**src/rtl/riscv_wb_arbiter.sv**
```systemverilog
// riscv_wb_arbiter
// Writeback stage in front of the integer register file's single write port.
// It merges single-cycle ALU results with variable-latency load responses.
// It formats load data (byte/half extraction, sign/zero extension).
// It keeps a scoreboard of outstanding load destinations so decode can stall on RAW hazards.
//
// Ports:
//   clock, reset            core clock; asynchronous active-high reset
//   alu_valid_i/ready_o     ALU result handshake (alu_rd_addr_i, alu_rd_data_i)
//   ld_issue_i/ready_o      load issue to LSU (ld_issue_rd_i); ready while pending < MAX_PENDING
//   ld_rsp_*                load response (always accepted): rd, raw word, funct3, addr[1:0]
//   rs1/rs2_addr_i, *_busy_o  combinational scoreboard query from decode
//   pending_o               number of outstanding loads
//   rd_wen_o/addr_o/data_o  registered register-file write port
module riscv_wb_arbiter #(
  parameter  int MAX_PENDING = 4,
  localparam int PCNT_W      = $clog2(MAX_PENDING + 1)
) (
  input  logic              clock,
  input  logic              reset,
  input  logic              alu_valid_i,
  output logic              alu_ready_o,
  input  logic [4:0]        alu_rd_addr_i,
  input  logic [31:0]       alu_rd_data_i,
  input  logic              ld_issue_i,
  output logic              ld_issue_ready_o,
  input  logic [4:0]        ld_issue_rd_i,
  input  logic              ld_rsp_valid_i,
  input  logic [4:0]        ld_rsp_rd_i,
  input  logic [31:0]       ld_rsp_data_i,
  input  logic [2:0]        ld_rsp_funct3_i,
  input  logic [1:0]        ld_rsp_addr_lo_i,
  input  logic [4:0]        rs1_addr_i,
  input  logic [4:0]        rs2_addr_i,
  output logic              rs1_busy_o,
  output logic              rs2_busy_o,
  output logic [PCNT_W-1:0] pending_o,
  output logic              rd_wen_o,
  output logic [4:0]        rd_addr_o,
  output logic [31:0]       rd_data_o
);

  localparam logic [PCNT_W-1:0] MAX_P = PCNT_W'(MAX_PENDING);

  logic              skid_vld_q, skid_vld_d;
  logic [4:0]        skid_rd_q, skid_rd_d;
  logic [31:0]       skid_data_q, skid_data_d;
  logic [31:0]       busy_q, busy_d;
  logic [PCNT_W-1:0] pend_q, pend_d;
  logic              wen_q, wen_d;
  logic [4:0]        addr_q, addr_d;
  logic [31:0]       data_q, data_d;
  logic              alu_acc, iss_acc;

  function automatic logic [31:0] fmt_load(input logic [2:0] f3, input logic [1:0] lo,
                                           input logic [31:0] w);
    logic [7:0]  b;
    logic [15:0] h;
    case (lo)
      2'd0:    b = w[7:0];
      2'd1:    b = w[15:8];
      2'd2:    b = w[23:16];
      default: b = w[31:24];
    endcase
    // Halfword lane picked by addr[1] only; misaligned halves are not split.
    h = lo[1] ? w[31:16] : w[15:0];
    case (f3)
      3'b000:  return {{24{b[7]}}, b};
      3'b001:  return {{16{h[15]}}, h};
      3'b100:  return {24'b0, b};
      3'b101:  return {16'b0, h};
      default: return w;
    endcase
  endfunction

  assign alu_ready_o      = ~skid_vld_q;
  assign ld_issue_ready_o = pend_q < MAX_P;
  assign alu_acc          = alu_valid_i & alu_ready_o;
  assign iss_acc          = ld_issue_i & ld_issue_ready_o;
  assign rs1_busy_o       = busy_q[rs1_addr_i];
  assign rs2_busy_o       = busy_q[rs2_addr_i];
  assign pending_o        = pend_q;
  assign rd_wen_o         = wen_q;
  assign rd_addr_o        = addr_q;
  assign rd_data_o        = data_q;

  always_comb begin
    skid_vld_d  = skid_vld_q;
    skid_rd_d   = skid_rd_q;
    skid_data_d = skid_data_q;
    wen_d       = 1'b0;
    addr_d      = addr_q;
    data_d      = data_q;

    // Load response owns the port; an ALU result accepted in the same cycle parks in
    // the skid (which is empty whenever an ALU result can be accepted).
    if (ld_rsp_valid_i) begin
      addr_d = ld_rsp_rd_i;
      data_d = fmt_load(ld_rsp_funct3_i, ld_rsp_addr_lo_i, ld_rsp_data_i);
      wen_d  = ld_rsp_rd_i != 5'd0;
      if (alu_acc) begin
        skid_vld_d  = 1'b1;
        skid_rd_d   = alu_rd_addr_i;
        skid_data_d = alu_rd_data_i;
      end
    end else if (skid_vld_q) begin
      addr_d     = skid_rd_q;
      data_d     = skid_data_q;
      wen_d      = skid_rd_q != 5'd0;
      skid_vld_d = 1'b0;
    end else if (alu_acc) begin
      addr_d = alu_rd_addr_i;
      data_d = alu_rd_data_i;
      wen_d  = alu_rd_addr_i != 5'd0;
    end

    // Clear before set so a same-cycle issue to the same rd leaves the bit set.
    busy_d = busy_q;
    if (ld_rsp_valid_i)                        busy_d[ld_rsp_rd_i]   = 1'b0;
    if (iss_acc && (ld_issue_rd_i != 5'd0))    busy_d[ld_issue_rd_i] = 1'b1;
    busy_d[0] = 1'b0;

    pend_d = pend_q;
    if (iss_acc && !ld_rsp_valid_i)                     pend_d = pend_q + PCNT_W'(1);
    else if (!iss_acc && ld_rsp_valid_i && pend_q != 0) pend_d = pend_q - PCNT_W'(1);
  end

  always_ff @(posedge clock or posedge reset) begin
    if (reset) begin
      skid_vld_q  <= 1'b0;
      skid_rd_q   <= 5'd0;
      skid_data_q <= 32'd0;
      busy_q      <= 32'd0;
      pend_q      <= '0;
      wen_q       <= 1'b0;
      addr_q      <= 5'd0;
      data_q      <= 32'd0;
    end else begin
      skid_vld_q  <= skid_vld_d;
      skid_rd_q   <= skid_rd_d;
      skid_data_q <= skid_data_d;
      busy_q      <= busy_d;
      pend_q      <= pend_d;
      wen_q       <= wen_d;
      addr_q      <= addr_d;
      data_q      <= data_d;
    end
  end

`ifndef SYNTHESIS
  // Upstream must hold ALU results whose destination still awaits a load.
  a_alu_raw: assert property (@(posedge clock) disable iff (reset)
    alu_acc |-> !busy_q[alu_rd_addr_i]);
`endif

endmodule

```
**config.mk**
```make
export PLATFORM = sky130hd
export DESIGN_NAME = riscv_wb_arbiter
export DESIGN_NICKNAME = d
export VERILOG_FILES = /design/src/rtl/riscv_wb_arbiter.sv
export SDC_FILE = /design/constraint.sdc
export NUM_CORES = 1
export LEC_CHECK = 0
export BUFFER_PORTS_ARGS = -buffer_cell sky130_fd_sc_hd__buf_4
export CORE_ASPECT_RATIO = 1.1
export CORE_UTILIZATION = 55
export DETAILED_ROUTE_END_ITERATION = 12
export PLACE_DENSITY = 0.81
export SYNTH_ARGS = -nofsm -noshare
export SYNTH_HDL_FRONTEND = slang
export SYNTH_SLANG_ARGS = --single-unit
```
**constraint.sdc**
```tcl
create_clock -name clock -period 5.7 [get_ports clock]
set_input_delay 1.71 -clock clock [delete_from_list [all_inputs] [get_ports clock]]
set_output_delay 1.71 -clock clock [all_outputs]
set_load 0.02 [all_outputs]
```
# [Yosys cells after proc, flatten, opt, wreduce, memory -nomap -nowiden]
# Index checks and enable logic that the tools add are counted.
[totals] regBits=110 in_bits=99 elab_cells=73
[classes] muxes=26 n_eq_ne=6 order_cmp=7 reduce_logical=18 bitwise_logic=6 n_addsub=2
[op_table] operator="32-bit 2-to-1 mux" count=5
[op_table] operator="32-bit case mux with 4 select lines" count=1
[op_table] operator="32-bit bitwise AND" count=1
[op_table] operator="32-bit inverter" count=1
[op_table] operator="32-bit OR" count=1
[op_table] operator="5-bit by 6-bit < comparator with 1-bit output (second input constant)" count=4
[op_table] operator="8-bit case mux with 3 select lines" count=1
[op_table] operator="5-bit nonzero test" count=4
[op_table] operator="16-bit 2-to-1 mux" count=1
[op_table] operator="5-bit 2-to-1 mux" count=3
[op_table] operator="1-bit binary-select mux with 5-bit select" count=2
[op_table] operator="1-bit demux with 5-bit select" count=2
[op_table] operator="5-bit by 1-bit >= comparator with 1-bit output (second input constant)" count=2
[op_table] operator="1-bit 2-to-1 mux" count=9
[op_table] operator="3-bit equality test (second input constant)" count=2
[op_table] operator="1-bit logical AND" count=6
[op_table] operator="3-bit 2-to-1 mux" count=2
[op_table] operator="3-bit nonzero test" count=2
[op_table] operator="3-bit by 1-bit adder with 3-bit output (second input constant)" count=1
[op_table] operator="3-bit by 1-bit equality test with 1-bit output (second input constant)" count=1
[op_table] operator="3-bit logical NOT" count=1
[op_table] operator="3-bit < comparator (second input constant)" count=1
[op_table] operator="3-bit by 1-bit subtractor with 3-bit output (second input constant)" count=1
[op_table] operator="1-bit bitwise AND" count=2
[op_table] operator="other kinds (8)" count=9

# [Longest topological paths before layout]
[depth] word_depth=9 mapped_depth=7

# [Worst setup path before layout]
# OpenSTA, ideal clock, no wires.
[synth_timing] path_type="input port to output port" from="input rs1_addr_i[0]" to="output rs1_busy_o" cell_stages=5 n_path_buf=1 slack_ns=1.144 t_required_ns=3.990 t_arrival_ns=2.846 cell_sequence="buf_2 mux4_2 nand2b_1 o211ai_1 nand4_1"
[synth_via] elab_chain_cells=2
[synth_lines] element="start, declared" line_no="33" rtl="input logic [4:0] rs1_addr_i,"
[synth_lines] element="1-bit binary-select mux with 5-bit select" line_no="80" rtl="assign rs1_busy_o = busy_q[rs1_addr_i];"
[synth_lines] element="1-bit 2-to-1 mux (not written as such)" line_no="80"
[synth_lines] element="end, declared" line_no="35" rtl="output logic rs1_busy_o,"
# Every way passes these cells. The select of a mux whose other input is x is not followed.

# [Worst setup path after layout]
[layout_timing] from="input rs2_addr_i[0]" to="output rs2_busy_o"
[layout_via] elab_chain_cells=2
[layout_lines] element="start, declared" line_no="34" rtl="input logic [4:0] rs2_addr_i,"
[layout_lines] element="1-bit binary-select mux with 5-bit select" line_no="81" rtl="assign rs2_busy_o = busy_q[rs2_addr_i];"
[layout_lines] element="1-bit 2-to-1 mux (not written as such)" line_no="81"
[layout_lines] element="end, declared" line_no="36" rtl="output logic rs2_busy_o,"
# Every way passes these cells. The select of a mux whose other input is x is not followed.

==> key figures <==
Outcome
  – Outcome: finished, final reports clean

GRT
  – GRT Total Usage: 31.15%
  – GRT Residual Overflow: 0
  – Largest net degree at the start of global routing: 75
  – Global-route wire length before repair: 27.80 mm
  – Number of global-route vias before repair: 5541
  – Initial antenna violation count: 0

Final layout
  – Fill cells: 864
  – Fraction of layout cells with a size suffix above 1: 28.59%
  – Antenna diode count: 0
  – Area of the multi-input gates: 3192 um^2
  – Core Util, Final: 68.72%
  – Final net count: 833
  – Register Area: 2754 um^2
  – Area grow syn2layout: 21.15%

Placed design
  – Final Wtd Congestion: 0.8840
  – I/O Buffers: 143
  – DP Wirelength: 12.64 mm
  – Pre-CTS setup slack: 1.095 ns

Timing
  – Final hold viol count: 0
  – RSZ-0062 raised after global routing: no
  – Final hold slack: 0.4902 ns
  – Final setup violation count: 0
  – Clk_skew: 0.007718 ns
  – Post-layout minimum cycle time: 4.611 ns
  – Setup Total Neg Slack: 0 ns
  – Slew margin rel.: 23.74%
  – Least-Margin Pin Slew: 1.138 ns
  – Final setup margin: 1.089 ns
  – FMAX: 0.2169 GHz
  – Period utilisation layout: 80.90%
  – Fin. max-slew vios: 0

Route
  – Pre-Repair DR Iteration Count: 4
  – Vias per cell: 6.256
  – Number of DRC markers in iteration 0: 349
  – DRT Wirelength: 17.75 mm
  – Detail Route Antenna Nets: 0
  – Wire per inst: 20.05 um
  – Via count: 5537
  – DRC: 0

Die
  – Starting Density: 56.72%
  – IO Pins: 144
  – Row cnt: 40
  – Core Box Area: 10960 um^2
  – Die area: 11730 um^2
  – Die Ht: 113.5 um
  – Die Wd: 103.4 um

Yosys
  – Sequential fraction of the synthesis area: 44.27%
  – Yosys warnings: 0
  – Post-synthesis cell count: 621
  – Mapped cell area: 6217 um^2
  – Syn_area_per_cell: 10.01 um^2
  – Fraction of registers with async set/reset: 100.0%
  – Main synth FF type: dfrtp_1
  – Unique masters post-synth: 54
  – #FFs+latches synth: 110
  – Mapped Nets: 721
  – EDFF count, synth: 0

Hold path
  – Min-delay src: rd_addr_o[2]
  – Hold endpoint: rd_addr_o[2]
  – Hold/Removal Path Class: flop to flop
  – Hold Path Cell Cnt: 2

CTS
  – Clk root buf: clkbuf_16
  – Clk_lat worst skew: 0.35 ns
  – Setup Fix Bufs, Post-CTS: 0
  – CTS Sinks: 110
  – CTS buffer count: 9
  – CTS-repair resized insts: 0
  – # hold bufs at CTS: 0
  – CTS Buffer Depth: 2
  – H-tree depth: 3
  – CTS tree: built
  – Clock transition at path regs: 0.07 ns

Job
  – Max-cap viol count: 0

Critical path
  – Crit. End Element: primary output
  – R2r setup slk: 3.42 ns
  – Worst EP arrival: 2.90 ns
  – Worst R2R Path Depth: 6
  – Reg-to-reg endpoint: pending_o[1]
  – Critical path launch point type: input port
  – CP Max Fanout: 7
  – Reg-to-Reg Start: pending_o[2]
  – CP required: 3.99 ns
  – Crit Path Class: input port to primary output

Power
  – Leakage: 3.375 nW
  – Power Density: 293.7 nW/um^2
  – Peak supply drop: 0.1468 mV
==> worst max path at each step <==
stage | start | end | slack [ns]
2_1_floorplan | reset | busy_q[10] | 1.09
3_3_place_gp | rs2_addr_i[0] | rs2_busy_o | 1.13
3_5_place_dp | rs2_addr_i[0] | rs2_busy_o | 1.10
4_1_cts | rs2_addr_i[0] | rs2_busy_o | 1.10
5_1_grt | rs2_addr_i[0] | rs2_busy_o | 1.02
6_report | rs2_addr_i[0] | rs2_busy_o | 1.09
==> per-stage QoR <==
stage / instance area (um^2) / power [mW] / std cells
global placement: 7254 / 1.588 / 869
detailed placement: 7254 / 1.621 / 869
floorplan: 6217 / 1.379 / 621
CTS: 7532 / 2.213 / 885
finish: 7532 / 2.212 / 885
global route: 7532 / 2.312 / 885
==> cell usage in the layout (no fill, tap or decap), types with 9 or more instances in the layout <==
cell       Yosys  layout
mux2_2        36      36
dfrtp_1      110     109
nand2b_1      10      10
nand3b_1       9       9
nor2_1        46      46
a31oi_1        9       9
buf_4          2     145
o211ai_1      20      20
and3_1        18      18
nor2b_1       14      14
o21ai_0       64      64
mux2i_1       45      45
clkbuf_16      0       9
a22oi_1       14      14
nand2_1       27      27
a211oi_1      11      11
a21oi_1       40      40
nand3_1       15      15
==> sequential cells by signal, indices dropped and copies added, names as in the netlist <==
signal / cells
skid_vld_q: 1
skid_data_q: 32
rd_addr_o: 5
rd_wen_o: 1
pending_o: 3
skid_rd_q: 5
busy_q: 31
rd_data_o: 32
==> cells in the mapped netlist (10+ instances only) <==
master | instances | area share [%]
nor2_1 | 46 | 2.8
clkbuf_1 | 13 | 0.78
a211oi_1 | 11 | 1.3
a22oi_1 | 14 | 1.7
nand2b_1 | 10 | 1.0
nand2_1 | 27 | 1.6
dfrtp_1 | 110 | 44
mux2i_1 | 45 | 7.2
nor2b_1 | 14 | 1.4
nand3_1 | 15 | 1.2
buf_2 | 23 | 1.9
o211ai_1 | 20 | 2.4
and3_1 | 18 | 1.8
mux2_2 | 36 | 6.5
o21ai_0 | 64 | 5.2
a21oi_1 | 40 | 3.2
==> cell type report <==
cell class / count / share of cell area (%)
sequential: 110 / 36.56
clock inverter: 4 / 0.4153
clock buffer: 12 / 3.272
inverter: 9 / 0.4817
timing repair buffer: 145 / 14.45
multi-input combinational: 458 / 42.38
tap: 147 / 2.442
==> where the power goes <==
part | switching, mW | leakage, nW | internal (mW)
Sequential | 0.108 | 1.36 | 0.912
Combinational | 0.311 | 1.88 | 0.283
Clock | 0.285 | 0.137 | 0.312
==> logic make-up (layout without fill, tap and decap cells) <==
kind of cell             Yosys count  in the layout  synth area share [%]
AO/OA/AOI/OAI                    205            205                 20.49
XOR/XNOR                           1              1                0.1409
adder cells (fa/ha/maj)            1              1                0.3220
buffers and inverters             53            170                 4.387
flip-flops                       110            110                 44.27
multiplexers                      91             91                 16.84
AND/OR/NAND/NOR                  160            160                 13.54
==> critical path, cell delays in order <==
cell and delay (ns):
buf_4 0.14, mux4_2 0.51, nand2b_1 0.17, o2111ai_1 0.11, nand4_1 0.10, buf_4 0.17
==> routing by layer <==
metal  up-vias  global-route usage [%]  wire length [um]
li1       2541                       -                 -
met1      2697                   40.37              6952
met2       265                   51.57              8970
met3        34                   6.740              1429
met4         0                   10.42               394
met5         -                       0                 0
Note: power is estimated with default switching activity, not from simulation.
